$ cat config.mk
export PLATFORM = sky130hd
export DESIGN_NAME = bit_serializer
export DESIGN_NICKNAME = d
export VERILOG_FILES = /design/src/rtl/serializer_pkg.sv /design/src/rtl/bit_serializer_shift_reg.sv /design/src/rtl/bit_serializer.sv
export SDC_FILE = /design/constraint.sdc
export NUM_CORES = 1
export LEC_CHECK = 0
export ABC_AREA = 1
export ABC_CLOCK_PERIOD_IN_PS = 4300
export CORE_AREA = 2 2 62 64
export DETAILED_ROUTE_END_ITERATION = 6
export DIE_AREA = 0 0 64 66
export PLACE_DENSITY_LB_ADDON = 0.1
export SLEW_MARGIN = 25
export SYNTH_ARGS = -nofsm -noshare
export SYNTH_HDL_FRONTEND = slang
export SYNTH_SLANG_ARGS = --single-unit
$ cat constraint.sdc
create_clock -name clk -period 4.3 [get_ports clk]
set_input_delay 0.86 -clock clk [delete_from_list [all_inputs] [get_ports clk]]
set_output_delay 0.86 -clock clk [all_outputs]
set_load 0.005 [all_outputs]
$ cat src/rtl/serializer_pkg.sv
// Shared definitions for the bit serializer: FSM state type and default line level.
package serializer_pkg;

    typedef enum logic [1:0] {
        S_IDLE  = 2'd0,
        S_SHIFT = 2'd1,
        S_GAP   = 2'd2
    } ser_state_e;

    // Level driven on ser_out while no data bit is on the line.
    localparam logic IDLE_LEVEL_DEFAULT = 1'b0;

    // Width of the inter-word gap counter (GAP range 0..255).
    localparam int unsigned GAP_CNT_W = 8;

endpackage

$ cat src/rtl/bit_serializer_shift_reg.sv
// WIDTH-bit load/shift register; presents the next bit to send on bit_o.
module bit_shift_reg #(
    parameter int unsigned WIDTH     = 8,
    parameter bit          MSB_FIRST = 1'b1
) (
    input  logic             clk,
    input  logic             rst,
    input  logic             load_i,
    input  logic             shift_i,
    input  logic [WIDTH-1:0] data_i,
    output logic             bit_o
);

    logic [WIDTH-1:0] sr_q;
    logic [WIDTH-1:0] sr_d;

    // Load has priority; a shift moves the next bit toward the output end.
    always_comb begin
        sr_d = sr_q;
        if (load_i) begin
            sr_d = data_i;
        end else if (shift_i) begin
            if (MSB_FIRST) begin
                sr_d = {sr_q[WIDTH-2:0], 1'b0};
            end else begin
                sr_d = {1'b0, sr_q[WIDTH-1:1]};
            end
        end
    end

    // Shift register storage.
    always_ff @(posedge clk) begin
        if (rst) begin
            sr_q <= '0;
        end else begin
            sr_q <= sr_d;
        end
    end

    assign bit_o = MSB_FIRST ? sr_q[WIDTH-1] : sr_q[0];

endmodule

$ cat src/rtl/bit_serializer.sv
// Parallel-to-serial converter with a one-word holding register and optional
// idle gap between words. Feeds the serial pattern detector's input.
module bit_serializer
    import serializer_pkg::*;
#(
    parameter int unsigned WIDTH      = 8,
    parameter bit          MSB_FIRST  = 1'b1,
    parameter int unsigned GAP        = 0,
    parameter logic        IDLE_LEVEL = IDLE_LEVEL_DEFAULT
) (
    input  logic             clk,
    input  logic             rst,
    input  logic [WIDTH-1:0] din,
    input  logic             din_valid,
    output logic             din_ready,
    output logic             ser_out,
    output logic             ser_valid,
    output logic             frame_last,
    output logic             busy
);

    localparam int unsigned           CNT_W    = $clog2(WIDTH);
    localparam logic [CNT_W-1:0]      LAST_BIT = CNT_W'(WIDTH - 1);
    localparam logic [GAP_CNT_W-1:0]  GAP_LOAD = GAP_CNT_W'((GAP == 0) ? 0 : GAP - 1);

    ser_state_e             state_q, state_d;
    logic [WIDTH-1:0]       hold_q, hold_d;
    logic                   hold_full_q, hold_full_d;
    logic [CNT_W-1:0]       bit_cnt_q, bit_cnt_d;
    logic [GAP_CNT_W-1:0]   gap_cnt_q, gap_cnt_d;

    logic accept;
    logic xfer;
    logic sh_load;
    logic sh_shift;
    logic sh_bit;

    assign accept = din_valid && !hold_full_q;

    // Next-state logic: holding register fill, FSM sequencing and counters.
    always_comb begin
        state_d     = state_q;
        hold_d      = hold_q;
        hold_full_d = hold_full_q;
        bit_cnt_d   = bit_cnt_q;
        gap_cnt_d   = gap_cnt_q;
        xfer        = 1'b0;
        sh_shift    = 1'b0;

        if (accept) begin
            hold_d      = din;
            hold_full_d = 1'b1;
        end

        case (state_q)
            S_IDLE: begin
                if (hold_full_q) begin
                    xfer    = 1'b1;
                    state_d = S_SHIFT;
                end
            end
            S_SHIFT: begin
                if (bit_cnt_q == LAST_BIT) begin
                    if (GAP != 0) begin
                        state_d   = S_GAP;
                        gap_cnt_d = GAP_LOAD;
                    end else if (hold_full_q) begin
                        xfer = 1'b1;
                    end else begin
                        state_d = S_IDLE;
                    end
                end else begin
                    bit_cnt_d = bit_cnt_q + 1'b1;
                    sh_shift  = 1'b1;
                end
            end
            S_GAP: begin
                if (gap_cnt_q == '0) begin
                    if (hold_full_q) begin
                        xfer    = 1'b1;
                        state_d = S_SHIFT;
                    end else begin
                        state_d = S_IDLE;
                    end
                end else begin
                    gap_cnt_d = gap_cnt_q - 1'b1;
                end
            end
            default: state_d = S_IDLE;
        endcase

        // Accept needs hold empty and transfer needs hold full, so the two
        // hold_full_d updates can never collide on one edge.
        if (xfer) begin
            hold_full_d = 1'b0;
            bit_cnt_d   = '0;
        end
    end

    assign sh_load = xfer;

    // State, holding register and counter registers.
    always_ff @(posedge clk) begin
        if (rst) begin
            state_q     <= S_IDLE;
            hold_q      <= '0;
            hold_full_q <= 1'b0;
            bit_cnt_q   <= '0;
            gap_cnt_q   <= '0;
        end else begin
            state_q     <= state_d;
            hold_q      <= hold_d;
            hold_full_q <= hold_full_d;
            bit_cnt_q   <= bit_cnt_d;
            gap_cnt_q   <= gap_cnt_d;
        end
    end

    bit_shift_reg #(
        .WIDTH    (WIDTH),
        .MSB_FIRST(MSB_FIRST)
    ) u_shift (
        .clk    (clk),
        .rst    (rst),
        .load_i (sh_load),
        .shift_i(sh_shift),
        .data_i (hold_q),
        .bit_o  (sh_bit)
    );

    assign din_ready  = !hold_full_q;
    assign ser_valid  = (state_q == S_SHIFT);
    assign ser_out    = ser_valid ? sh_bit : IDLE_LEVEL;
    assign frame_last = ser_valid && (bit_cnt_q == LAST_BIT);
    assign busy       = hold_full_q || (state_q != S_IDLE);

endmodule
==> run_results.csv, run 1 <==
group,metric,value,unit
critical_path,cp-endpoint,"busy",
yosys,synthCells,125,
power_and_ir_drop,leakage,0.483,nW
outcome,outcome,"finished clean",
floorplanning,die_w,64,um
yosys,synthFlopType,"dfxtp_1",
cells_and_area,drive_gt1_frac,0.196,
yosys,yosysTopAreaCell,"dfxtp_1",
yosys,netlist.area_leader.share,0.409,
yosys,synth_seq_area_share,0.409,
timing,fin_crit_sh,0.604,
timing,fin_crit,2.60,ns
clock_network,cts_tree,"done",
route,drc_errors,0,
timing,fin_tns_setup,0,ns
global_routing,grt_pass1_vias,762,
timing,hold_viol,0,
route,viasPerCell,4.48,
timing,rsz0062_at_grt,"no",
timing,setup_viol,0,
power_and_ir_drop,peakVddDrop,0.000198,V
timing,worstMarginPinSlew,0.602,ns
global_routing,antenna_found_initial,0,
clock_network,clkTransAtPathRegs,0.13,ns
yosys,yosys_warnings,0,
run,maxCapViolCount,0,
global_routing,grt_overflow,0,
critical_path,cp-start-kind,"register",
yosys,ys_seq_elements,21,
clock_network,cts.sinks,21,
critical_path,critPathKind,"register to output pin",
floorplanning,ios,16,
critical_path,cp.required,3.44,ns
yosys,synth_cell_type_count,16,
clock_network,cts_resized,0,
floorplanning,initial_utilization,0.289,
global_routing,track_usage,0.108,
global_routing,grt_start_max_net_pins,17,
place,hpwl,1.47,mm
cells_and_area,area_growth_syn_to_layout,19.0,%
route,wire_per_inst,11.1,um
timing,fin_skew,0.0108,ns
min_path,min_path_type,"register to register",
timing,slew_violations,0,
clock_network,clock_latency,0.31,ns
cells_and_area,stdcell_area,1220,sq um
clock_network,cts_htree_levels,1,
cells_and_area,final_nets,153,
critical_path,r2r-start,"bit_cnt_q[0]",
yosys,synth.cell_area,1030,sq um
yosys,synthesis.nets,139,
route,drt-initial-drc-count,16,
clock_network,clk_path_buf_depth,2,
min_path,hold_depth,2,
yosys,synth_edf_count,0,
cells_and_area,antenna_cells,0,
critical_path,crit_fanout,15,
floorplanning,num_rows,22,
floorplanning,fp.dieH,66,um
floorplanning,core_area,3550,sq um
critical_path,rrSetupSlack,2.55,ns
power_and_ir_drop,powerDensity,329,nW/um^2
clock_network,root_buffer,"clkbuf_4",
critical_path,cp.arrival,1.74,ns
route,via_count,833,
place,routabilityCongestion,0.687,
route,ant_nets,0,
critical_path,end_kind,"output pin",
route,drt_pre_antenna_iters,4,
clock_network,numCtsBuffers,3,
yosys,synthTopCellsByArea,"dfxtp_1, nand3_1, a21oi_2",
clock_network,cts_post_setup_buffers_inserted,0,
critical_path,crit_start,"state_q[0]",
critical_path,r2r-end,"u_shift.sr_q[0]",
yosys,post-synth-top-count-cell,"dfxtp_1",
timing,maxSlewHeadroom,0.598,
clock_network,cts_hold_buf,0,
global_routing,grt_pass1_wl,3.53,mm
place,io_buffer_count,15,
yosys,synthTopCellsByCount,"dfxtp_1, nand2_1, nand3_1",
place,dpl_cell_area,1190,sq um
floorplanning,die_area,4220,sq um
route,wirelength,2.06,mm
yosys,synth-async-reset-ratio,0,
yosys,avgSynthCellArea,8.22,sq um
critical_path,reg2regPathDepth,6,
timing,fmax,385,MHz
## power breakdown
group          internal [W]  switching (W)
clock             0.0000355      0.0000665
combinational     0.0000343      0.0000413
sequential         0.000211      0.0000140
## cells in the final DEF (no fill, tap or decap)
master / netlist / final
a21oi_1: 9 / 9
a21oi_2: 10 / 10
clkbuf_4: 0 / 3
clkdlybuf4s50_1: 0 / 15
clkinvlp_4: 0 / 1
dfxtp_1: 21 / 21
ha_1: 3 / 3
inv_1: 13 / 13
inv_2: 2 / 2
nand2_1: 19 / 19
nand2_4: 3 / 3
nand3_1: 18 / 18
nand3_2: 7 / 7
nor2_1: 4 / 4
o21ai_0: 8 / 8
or2_2: 1 / 1
xor2_1: 1 / 1
## flip-flops by register name, summed over array words and instances (netlist names)
| signal | cells |
|---|---|
| bit_cnt_q | 3 |
| hold_full_q | 1 |
| hold_q | 8 |
| state_q | 1 |
| u_shift.sr_q | 8 |
## through the flow
stage / utilization / hold slack, ns / setup WS (ns) / instances / power [W]
3_3_place_gp: 0.336 / 0.452 / 1.99 / 182 / 0.000305
4_1_cts: 0.344 / 0.471 / 1.67 / 186 / 0.000410
6_report: 0.344 / 0.470 / 1.70 / 186 / 0.000402
5_1_grt: 0.344 / 0.499 / 1.60 / 186 / 0.000428
2_1_floorplan: - / 0.430 / 2.60 / 125 / 0.000284
3_5_place_dp: 0.336 / 0.452 / 2.00 / 182 / 0.000306
## routing by layer
layer  share of wire  track usage  vias to the layer above
met5               0            0                        -
met4          0.0097       0.0326                        0
met3           0.034       0.0358                        2
met2            0.42        0.176                       18
met1            0.54        0.134                      377
li1                -            -                      436
## cells by family after synthesis
family / Yosys count / share of synthesized area
xor gates and xnor gates: 1 / 0.00853
buffers and inverters: 21 / 0.0987
DFF: 21 / 0.409
and+or+nand+nor: 52 / 0.279
adders and majority gates: 3 / 0.0365
AOI/OAI and AO/OA: 27 / 0.168
## area by class of cell
type | count | area [sq um]
inverter | 15 | 56.3
multi-input combinational | 83 | 505
fill | 383 | 2330
timing repair buffer | 15 | 150
tap | 48 | 60.1
sequential | 21 | 420
clock inverter | 1 | 7.51
clock buffer | 3 | 22.5
## worst max-delay path: stages, from the launching register on
cell	delay, ns
dfxtp_1	0.73
or2_2	0.21
clkdlybuf4s50_1	0.49
## worst min-delay path by stage
stage / slack (ns) / endpoint / from
2_1_floorplan: 0.43 / hold_q[4] / hold_q[4]
3_3_place_gp: 0.45 / hold_q[4] / hold_q[4]
3_5_place_dp: 0.45 / hold_q[3] / hold_q[3]
4_1_cts: 0.47 / hold_q[3] / hold_q[3]
5_1_grt: 0.50 / hold_q[4] / hold_q[4]
6_report: 0.47 / hold_q[3] / hold_q[3]
No activity file was read; power rests on OpenSTA's default activity.
==> run 2: changes to the inputs <==
--- a/config.mk
+++ b/config.mk
@@ -6,7 +6,7 @@
 export NUM_CORES = 1
 export LEC_CHECK = 0
 export ABC_AREA = 1
-export ABC_CLOCK_PERIOD_IN_PS = 4300
+export ABC_CLOCK_PERIOD_IN_PS = 2300
 export CORE_AREA = 2 2 62 64
 export DETAILED_ROUTE_END_ITERATION = 6
 export DIE_AREA = 0 0 64 66
==> constraint.sdc (replaced) <==
create_clock -name clk -period 2.3 [get_ports clk]
set_input_delay 0.46 -clock clk [delete_from_list [all_inputs] [get_ports clk]]
set_output_delay 0.46 -clock clk [all_outputs]
set_load 0.005 [all_outputs]
==> run 2 against run 1 <==
- combinational power grew 110%
- sequential cell count unchanged
- clock-buffer cell count grew 1
- total power is 87% higher
- first-iteration DRC count increased by 75%
- via count grew 2.5%
- largest power group unchanged
- cell count increased by 1.6%
- global-route usage up 0.45 points
- critical endpoint is now frame_last
- clock power grew 79%
- hold slack got worse by 0.0053 ns
==> run_results.csv, run 2 (synthesis gave the netlist of run 1 again) <==
group,metric,value,unit
cells_and_area,antenna_cells,0,
global_routing,grt_pass1_wl,3.66,mm
timing,setup_viol,0,
critical_path,end_kind,"output pin",
power_and_ir_drop,peakVddDrop,0.000218,V
power_and_ir_drop,combPwrFrac,0.206,
clock_network,root_buffer,"clkbuf_4",
global_routing,track_usage,0.112,
place,routabilityCongestion,0.698,
power_and_ir_drop,power_switching,0.000220,W
power_and_ir_drop,powerDensity,605,nW/um^2
floorplanning,core_area,3550,sq um
critical_path,crit_fanout,2,
clock_network,cts_tree,"done",
global_routing,grt_start_max_net_pins,17,
timing,slew_violations,0,
cells_and_area,layout_commonest_cell,"dfxtp_1",
timing,fin_tns_setup,0,ns
clock_network,cts_post_setup_buffers_inserted,0,
clock_network,cts_htree_levels,1,
route,drt-initial-drc-count,28,
place,io_buffer_count,15,
global_routing,antenna_found_initial,0,
timing,worstMarginPinSlew,0.614,ns
critical_path,critPathKind,"register to output pin",
cells_and_area,area_growth_syn_to_layout,20.8,%
timing,whs,0.465,ns
global_routing,grt_pass1_vias,789,
critical_path,cp-start-kind,"register",
critical_path,cp.arrival,1.63,ns
cells_and_area,layout_common_cells,"dfxtp_1, nand2_1, nand3_1",
power_and_ir_drop,pwr-share-seq,0.550,
timing,layout_setup_ws,0.207,ns
route,wirelength,2.15,mm
power_and_ir_drop,leakage,0.499,nW
min_path,min_path_type,"register to register",
timing,fin_crit_sh,0.910,
power_and_ir_drop,internal_power,0.000531,W
clock_network,cts_hold_buf,0,
timing,maxSlewHeadroom,0.590,
clock_network,cts.sinks,21,
timing,hold_viol,0,
global_routing,grt_overflow,0,
floorplanning,fp.dieH,66,um
clock_network,clock_latency,0.30,ns
power_and_ir_drop,clkPwrFrac,0.243,
cells_and_area,largestRegisters,"hold_q: 8 flops, u_shift.sr_q: 8 flops, bit_cnt_q: 3 flops",
clock_network,clk_path_buf_depth,2,
timing,fin_skew,0.00409,ns
floorplanning,initial_utilization,0.289,
critical_path,cp.required,1.84,ns
timing,fin_crit,2.09,ns
run,maxCapViolCount,0,
route,ant_nets,0,
route,viasPerCell,4.52,
route,wire_per_inst,11.4,um
outcome,outcome,"finished clean",
floorplanning,num_rows,22,
timing,fmax,478,MHz
timing,rsz0062_at_grt,"no",
floorplanning,ios,16,
power_and_ir_drop,swShare,0.293,
place,hpwl,1.57,mm
cells_and_area,drive_gt1_frac,0.206,
cells_and_area,final_nets,156,
floorplanning,die_area,4220,sq um
clock_network,cts_resized,0,
clock_network,numCtsBuffers,3,
route,drt_pre_antenna_iters,4,
floorplanning,die_w,64,um
clock_network,clkTransAtPathRegs,0.12,ns
route,drc_errors,0,
route,via_count,854,
place,dp_slack,0.545,ns
run 2: power groups by stage:
stage | logic (W) | registers, W | clock network, W
global placement | 0.000156 | 0.000421 | 0
CTS | 0.000158 | 0.000413 | 0.000188
global route | 0.000174 | 0.000418 | 0.000210
finish | 0.000155 | 0.000413 | 0.000183
detailed placement | 0.000158 | 0.000422 | 0
floorplan | 0.000114 | 0.000417 | 0
run 2: worst paths after layout:
| check | startpoint | to | slack (ns) | cells past startpoint |
|---|---|---|---|---|
| hold / removal | hold_q[5] | hold_q[5] | 0.46 | 2 |
| setup / recovery | bit_cnt_q[0] | frame_last | 0.21 | 5 |
| hold reg to reg | hold_q[5] | hold_q[5] | 0.46 | 2 |
| setup reg to reg | bit_cnt_q[0] | bit_cnt_q[0] | 0.54 | 6 |
run 2: per-stage QoR:
step | util | cells | instance area, sq um | total power [W]
global route | 0.350 | 189 | 1240 | 0.000802
detailed placement | 0.342 | 185 | 1210 | 0.000579
CTS | 0.350 | 189 | 1240 | 0.000760
floorplan | - | 125 | 1030 | 0.000530
finish | 0.350 | 189 | 1240 | 0.000750
global placement | 0.342 | 185 | 1210 | 0.000577
run 2: final cells by class:
type / count / area [sq um]
Inverter: 15 / 56.3
Clock buffer: 4 / 26.3
Fill cell: 391 / 2310
Timing Repair Buffer: 18 / 173
Multi-Input combinational cell: 83 / 505
Sequential cell: 21 / 420
Tap cell: 48 / 60.1
run 2: worst max-delay path, stage by stage, from the launching register on:
cell and delay (ns):
dfxtp_1 0.38, ha_1 0.18, ha_1 0.17, nand2_1 0.05, inv_1 0.06, clkdlybuf4s50_1 0.49
run 2: per-layer routing:
| metal | part of all wire | vias up | global-route usage |
|---|---|---|---|
| met2 | 0.46 | 14 | 0.190 |
| li1 | - | 444 | - |
| met4 | 0.015 | 0 | 0.0408 |
| met5 | 0 | - | 0 |
| met3 | 0.034 | 4 | 0.0256 |
| met1 | 0.49 | 392 | 0.138 |
==> RTL edit 1: new RTL, settings of run 2 <==
`WIDTH` is set to 8 in 2 places; all go to 4.
--- a/src/rtl/bit_serializer_shift_reg.sv
+++ b/src/rtl/bit_serializer_shift_reg.sv
@@ -1,5 +1,5 @@
 // WIDTH-bit load/shift register; presents the next bit to send on bit_o.
 module bit_shift_reg #(
-    parameter int unsigned WIDTH     = 8,
+    parameter int unsigned WIDTH     = 4,
     parameter bit          MSB_FIRST = 1'b1
 ) (
--- a/src/rtl/bit_serializer.sv
+++ b/src/rtl/bit_serializer.sv
@@ -4,5 +4,5 @@
     import serializer_pkg::*;
 #(
-    parameter int unsigned WIDTH      = 8,
+    parameter int unsigned WIDTH      = 4,
     parameter bit          MSB_FIRST  = 1'b1,
     parameter int unsigned GAP        = 0,
Interface: changed (resized din); port bits go from 16 to 12. No check against the original RTL was run, so the function may have changed too.
==> RTL edit 1 against run 2 <==
Sequential share of layout area shrank 2.7 points; synthesized cell count shrank 42%; sequential cell count shrank 9; worst setup slack gained 0.15 ns; synthesized area shrank 43%; power shrank 39%; worst hold slack lost 0.0024 ns; fmax grew 7.6%; critical path depth shrank 2; routed wire length shrank 43%; final area shrank 38%; combinational power shrank 35%; sequential power shrank 44%; non-clock buffer count shrank 5.
==> RTL edit 1: results (changes against run 2) <==
<table>
<tr><th>Metric</th><th>Value</th></tr>
<tr><th colspan="2">Detailed routing</th></tr>
<tr><td>Total wirelength of the detailed-routed design</td><td>1230 um (was 2150 um)</td></tr>
<tr><td>Total via count after detailed routing</td><td>483 (was 854)</td></tr>
<tr><td>DRC violation total after the first TritonRoute iteration</td><td>6 (was 28)</td></tr>
<tr><th colspan="2">Outcome</th></tr>
<tr><td>Result of the run</td><td>finished clean (unchanged)</td></tr>
<tr><th colspan="2">Cells and area</th></tr>
<tr><td>Registers with the most flip-flops</td><td>hold_q: 4 flops, u_shift.sr_q: 4 flops, bit_cnt_q: 2 flops (was hold_q: 8 flops, u_shift.sr_q: 8 flops, bit_cnt_q: 3 flops)</td></tr>
<tr><td>Fraction of layout instances using a drive strength above 1</td><td>12.8% (was 20.6%)</td></tr>
<tr><td>Number of nets in the finished design</td><td>97 (was 156)</td></tr>
<tr><th colspan="2">GRT</th></tr>
<tr><td>M1 GR Usage</td><td>8.23% (was 13.8%)</td></tr>
<tr><td>GRT Overall Usage</td><td>6.54% (was 11.2%)</td></tr>
<tr><td>First-pass GRT wire length</td><td>2100 um (was 3660 um)</td></tr>
<tr><td>Vias in the first global route</td><td>469 (was 789)</td></tr>
<tr><td>Met2 track demand over resource in global routing</td><td>10.0% (was 19.0%)</td></tr>
<tr><td>Met3 track utilization from global routing</td><td>1.53% (was 2.56%)</td></tr>
<tr><th colspan="2">Placed design</th></tr>
<tr><td>Post-detailed-placement half-perimeter wirelength</td><td>984 um (was 1570 um)</td></tr>
<tr><td>Buffers added on ports</td><td>11 (was 15)</td></tr>
<tr><th colspan="2">Logic synthesis</th></tr>
<tr><td>Unique cell type count in the Yosys netlist</td><td>15 (was 16)</td></tr>
<tr><td>Commonest cells post-synth</td><td>12 x dfxtp_1, 12 x nand3_1, 10 x a21oi_1, 10 x inv_1, 10 x nand2_1 (was 21 x dfxtp_1, 19 x nand2_1, 18 x nand3_1, 13 x inv_1, 10 x a21oi_2)</td></tr>
<tr><td>Cell types occupying the most area after synthesis</td><td>dfxtp_1 41%, nand3_1 10%, a21oi_1 8.5%, nand2_8 6.8%, inv_1 6.4% (was dfxtp_1 41%, nand3_1 8.8%, a21oi_2 8.5%, nand2_1 6.9%, nand3_2 6.8%)</td></tr>
<tr><td>Net Count, Synth</td><td>81 (was 139)</td></tr>
<tr><td>Sequential area share after synthesis</td><td>41.0% (was 40.9%)</td></tr>
<tr><th colspan="2">Critical path</th></tr>
<tr><td>Crit-path max FO</td><td>10 (was 2)</td></tr>
<tr><td>Worst path arrival time</td><td>1.48 ns (was 1.63 ns)</td></tr>
<tr><th colspan="2">STA</th></tr>
<tr><td>Slew at the pin closest to its max-slew limit</td><td>0.241 ns (was 0.614 ns)</td></tr>
<tr><td>Final worst clock skew</td><td>0.00463 ns (was 0.00409 ns)</td></tr>
<tr><th colspan="2">Clocking</th></tr>
<tr><td>Clock slew at reported path FFs</td><td>0.08 ns (was 0.12 ns)</td></tr>
<tr><th colspan="2">Power</th></tr>
<tr><td>Leakage Power</td><td>0.317 nW (was 0.499 nW)</td></tr>
</table>
[RTL edit 1: cell types whose count changed after synthesis, sizes merged]
cell and change:
ha -1, a21oi -9, buf -4, nand3 -13, inv -4, dfxtp -9, nand2 -9, o21ai -4
[RTL edit 1: stage by stage]
step / cells / power (W) / setup WS [ns] / cell area (sq um)
after global placement: 131 / 0.000339 / 0.648 / 748
after floorplan: 72 / 0.000303 / 1.09 / 586
after global routing: 134 / 0.000492 / 0.300 / 771
after detailed placement: 131 / 0.000339 / 0.641 / 748
final: 134 / 0.000460 / 0.356 / 771
after CTS: 134 / 0.000475 / 0.331 / 771
[RTL edit 1: layout make-up]
| class | count | area (sq um) |
|---|---|---|
| multi-input combinational | 47 | 282 |
| fill | 406 | 2780 |
| sequential | 12 | 240 |
| tap | 48 | 60.1 |
| timing repair buffer | 13 | 125 |
| clock buffer | 3 | 22.5 |
| inverter | 11 | 41.3 |
[RTL edit 1: worst paths after layout]
check               startpoint           end  slack, ns  cells after the start
setup reg to reg  bit_cnt_q[0]  bit_cnt_q[1]       1.12                      6
hold reg to reg      hold_q[2]     hold_q[2]       0.46                      2
hold / removal       hold_q[2]     hold_q[2]       0.46                      2
setup / recovery    state_q[0]          busy       0.36                      3
[RTL edit 1: worst register-to-register path, stage by stage (launching register included)]
cell,delay (ns)
dfxtp_1,0.34
ha_1,0.22
inv_1,0.14
nand2_8,0.09
nand2_8,0.09
nand2_1,0.11
a21oi_1,0.13
[RTL edit 1: kinds of logic (layout without fill, tap and decap cells)]
family                   count (synthesis)  after routing  share of synthesized area (%)
AND/OR/NAND/NOR                         30             30                           30.3
AO/OA/AOI/OAI                           14             14                           12.0
buffers and inverters                   13             27                           10.9
flip-flops                              12             12                           41.0
adder cells (fa/ha/maj)                  2              2                           4.27
XOR/XNOR                                 1              1                           1.50
[RTL edit 1: power groups by stage]
| stage | Sequential (W) | Clock, W | Combinational (W) |
|---|---|---|---|
| 6_report | 0.000232 | 0.000128 | 0.000100 |
| 5_1_grt | 0.000234 | 0.000146 | 0.000112 |
| 4_1_cts | 0.000232 | 0.000140 | 0.000102 |
| 3_5_place_dp | 0.000237 | 0 | 0.000102 |
| 3_3_place_gp | 0.000237 | 0 | 0.000102 |
| 2_1_floorplan | 0.000237 | 0 | 0.0000668 |
[RTL edit 1: per-layer routing]
| layer | wire (um) | vias to the layer above |
|---|---|---|
| met5 | 0 | - |
| met4 | 16 | 0 |
| met3 | 52 | 2 |
| met2 | 558 | 9 |
| li1 | - | 258 |
| met1 | 606 | 214 |
==> RTL edit 2: new RTL, flow settings as in run 2 <==
Without the edit above. The 3 states of `ser_state_e` get a one-hot encoding in 3 bits.
--- a/src/rtl/serializer_pkg.sv
+++ b/src/rtl/serializer_pkg.sv
@@ -2,8 +2,8 @@
 package serializer_pkg;
 
-    typedef enum logic [1:0] {
-        S_IDLE  = 2'd0,
-        S_SHIFT = 2'd1,
-        S_GAP   = 2'd2
+    typedef enum logic [2:0] {
+        S_IDLE  = 3'b001,
+        S_SHIFT = 3'b010,
+        S_GAP   = 3'b100
     } ser_state_e;
 
Formal check against the unedited RTL: same outputs for any inputs over 10 cycles, from zero or initial values and one cycle with rst high; not proved beyond that.
==> RTL edit 2 against run 2 <==
Final area down 1.0%; sequential cell count up 1; synthesized area decreased by 1.1%; via count fell by 1.2%; worst setup slack lost 0.058 ns; count of clock-buffer cells in the layout down 1; worst hold slack worse by 0.0043 ns; core utilization fell by 0.35 points; critical path type unchanged; clock skew about the same; routed wire length shrank 9.9%; sequential share of layout area is 2.0 points higher; power rose by 14%; critical endpoint unchanged.
==> RTL edit 2: results (changes against run 2) <==
<table>
<tr><th>Metric</th><th>Value</th></tr>
<tr><th colspan="2">Logic synthesis</th></tr>
<tr><td>Cell types occupying the most area after synthesis</td><td>dfxtp_1 43%, nand2_1 13%, a21oi_1 9.4%, nand3_1 8.9%, inv_1 5.5% (was dfxtp_1 41%, nand3_1 8.8%, a21oi_2 8.5%, nand2_1 6.9%, nand3_2 6.8%)</td></tr>
<tr><td>Unique cell type count in the Yosys netlist</td><td>20 (was 16)</td></tr>
<tr><td>Sequential area share after synthesis</td><td>43.3% (was 40.9%)</td></tr>
<tr><td>Commonest cells post-synth</td><td>36 x nand2_1, 22 x dfxtp_1, 19 x a21oi_1, 18 x nand3_1, 15 x inv_1 (was 21 x dfxtp_1, 19 x nand2_1, 18 x nand3_1, 13 x inv_1, 10 x a21oi_2)</td></tr>
<tr><th colspan="2">Power</th></tr>
<tr><td>Clock power frac</td><td>20.0% (was 24.3%)</td></tr>
<tr><td>Sequential power share</td><td>52.2% (was 55.0%)</td></tr>
<tr><td>Leakage Power</td><td>0.525 nW (was 0.499 nW)</td></tr>
<tr><th colspan="2">Detailed routing</th></tr>
<tr><td>Total wirelength of the detailed-routed design</td><td>1940 um (was 2150 um)</td></tr>
<tr><td>Met3 layer wire length in the routed design</td><td>70 um (was 74 um)</td></tr>
<tr><td>DRC violation total after the first TritonRoute iteration</td><td>16 (was 28)</td></tr>
<tr><td>Detailed-routing wirelength on met1</td><td>971 um (was 1050 um)</td></tr>
<tr><th colspan="2">Outcome</th></tr>
<tr><td>Result of the run</td><td>finished clean (unchanged)</td></tr>
<tr><th colspan="2">GRT</th></tr>
<tr><td>First-pass GRT wire length</td><td>3570 um (was 3660 um)</td></tr>
<tr><td>Vias in the first global route</td><td>810 (was 789)</td></tr>
<tr><th colspan="2">STA</th></tr>
<tr><td>Final worst clock skew</td><td>0.00442 ns (was 0.00409 ns)</td></tr>
<tr><th colspan="2">Critical path</th></tr>
<tr><td>Terminus of the critical flop-to-flop path</td><td>state_q[0] (was bit_cnt_q[0])</td></tr>
<tr><td>FF-to-FF setup slack</td><td>0.73 ns (was 0.54 ns)</td></tr>
<tr><td>Crit-path max FO</td><td>3 (was 2)</td></tr>
<tr><th colspan="2">Cells and area</th></tr>
<tr><td>Non-Filler Instances</td><td>198 (was 189)</td></tr>
<tr><td>Fraction of layout instances using a drive strength above 1</td><td>7.33% (was 20.6%)</td></tr>
</table>
## RTL edit 2: cell type report
cell class,instances,area [sq um]
tap,48,60.1
sequential,22,440
clock buffer,3,22.5
fill,396,2320
inverter,16,60.1
timing repair buffer,16,158
multi-input combinational,93,488
## RTL edit 2: worst min-delay path by stage
stage	startpoint	to	slack (ns)	cells past startpoint
2_1_floorplan	hold_q[1]	hold_q[1]	0.43	2
3_3_place_gp	hold_q[3]	hold_q[3]	0.44	2
3_5_place_dp	hold_q[3]	hold_q[3]	0.44	2
4_1_cts	hold_q[3]	hold_q[3]	0.46	2
5_1_grt	hold_q[5]	hold_q[5]	0.49	2
6_report	hold_q[3]	hold_q[3]	0.46	2
## RTL edit 2: logic make-up (layout without fill, tap and decap cells)
group	count (synthesis)	in the layout	share of synthesized area (%)
AOI/OAI and AO/OA	27	27	13.7
xor gates and xnor gates	1	1	0.862
adders and majority gates	4	4	4.93
buffers and inverters	20	35	8.62
DFF	22	22	43.3
and+or+nand+nor	61	61	28.6
## RTL edit 2: critical path, stage by stage, from the launching register on
cell and delay (ns):
dfxtp_1 0.37, ha_1 0.15, ha_1 0.20, nand2_1 0.12
inv_1 0.07, clkdlybuf4s50_1 0.49
## RTL edit 2: per-stage QoR
| stage | area (sq um) | worst slack [ns] | hold slack [ns] |
|---|---|---|---|
| after detailed placement | 1210 | 0.480 | 0.443 |
| final | 1230 | 0.149 | 0.460 |
| after global placement | 1210 | 0.501 | 0.445 |
| after global routing | 1230 | 0.0289 | 0.489 |
| after CTS | 1230 | 0.115 | 0.461 |
| after floorplan | 1020 | 0.917 | 0.430 |
## RTL edit 2: per-layer routing
layer	global-route usage [%]	vias up
met5	0	-
met4	5.71	0
met3	2.04	2
met2	17.8	14
met1	13.6	355
li1	-	473
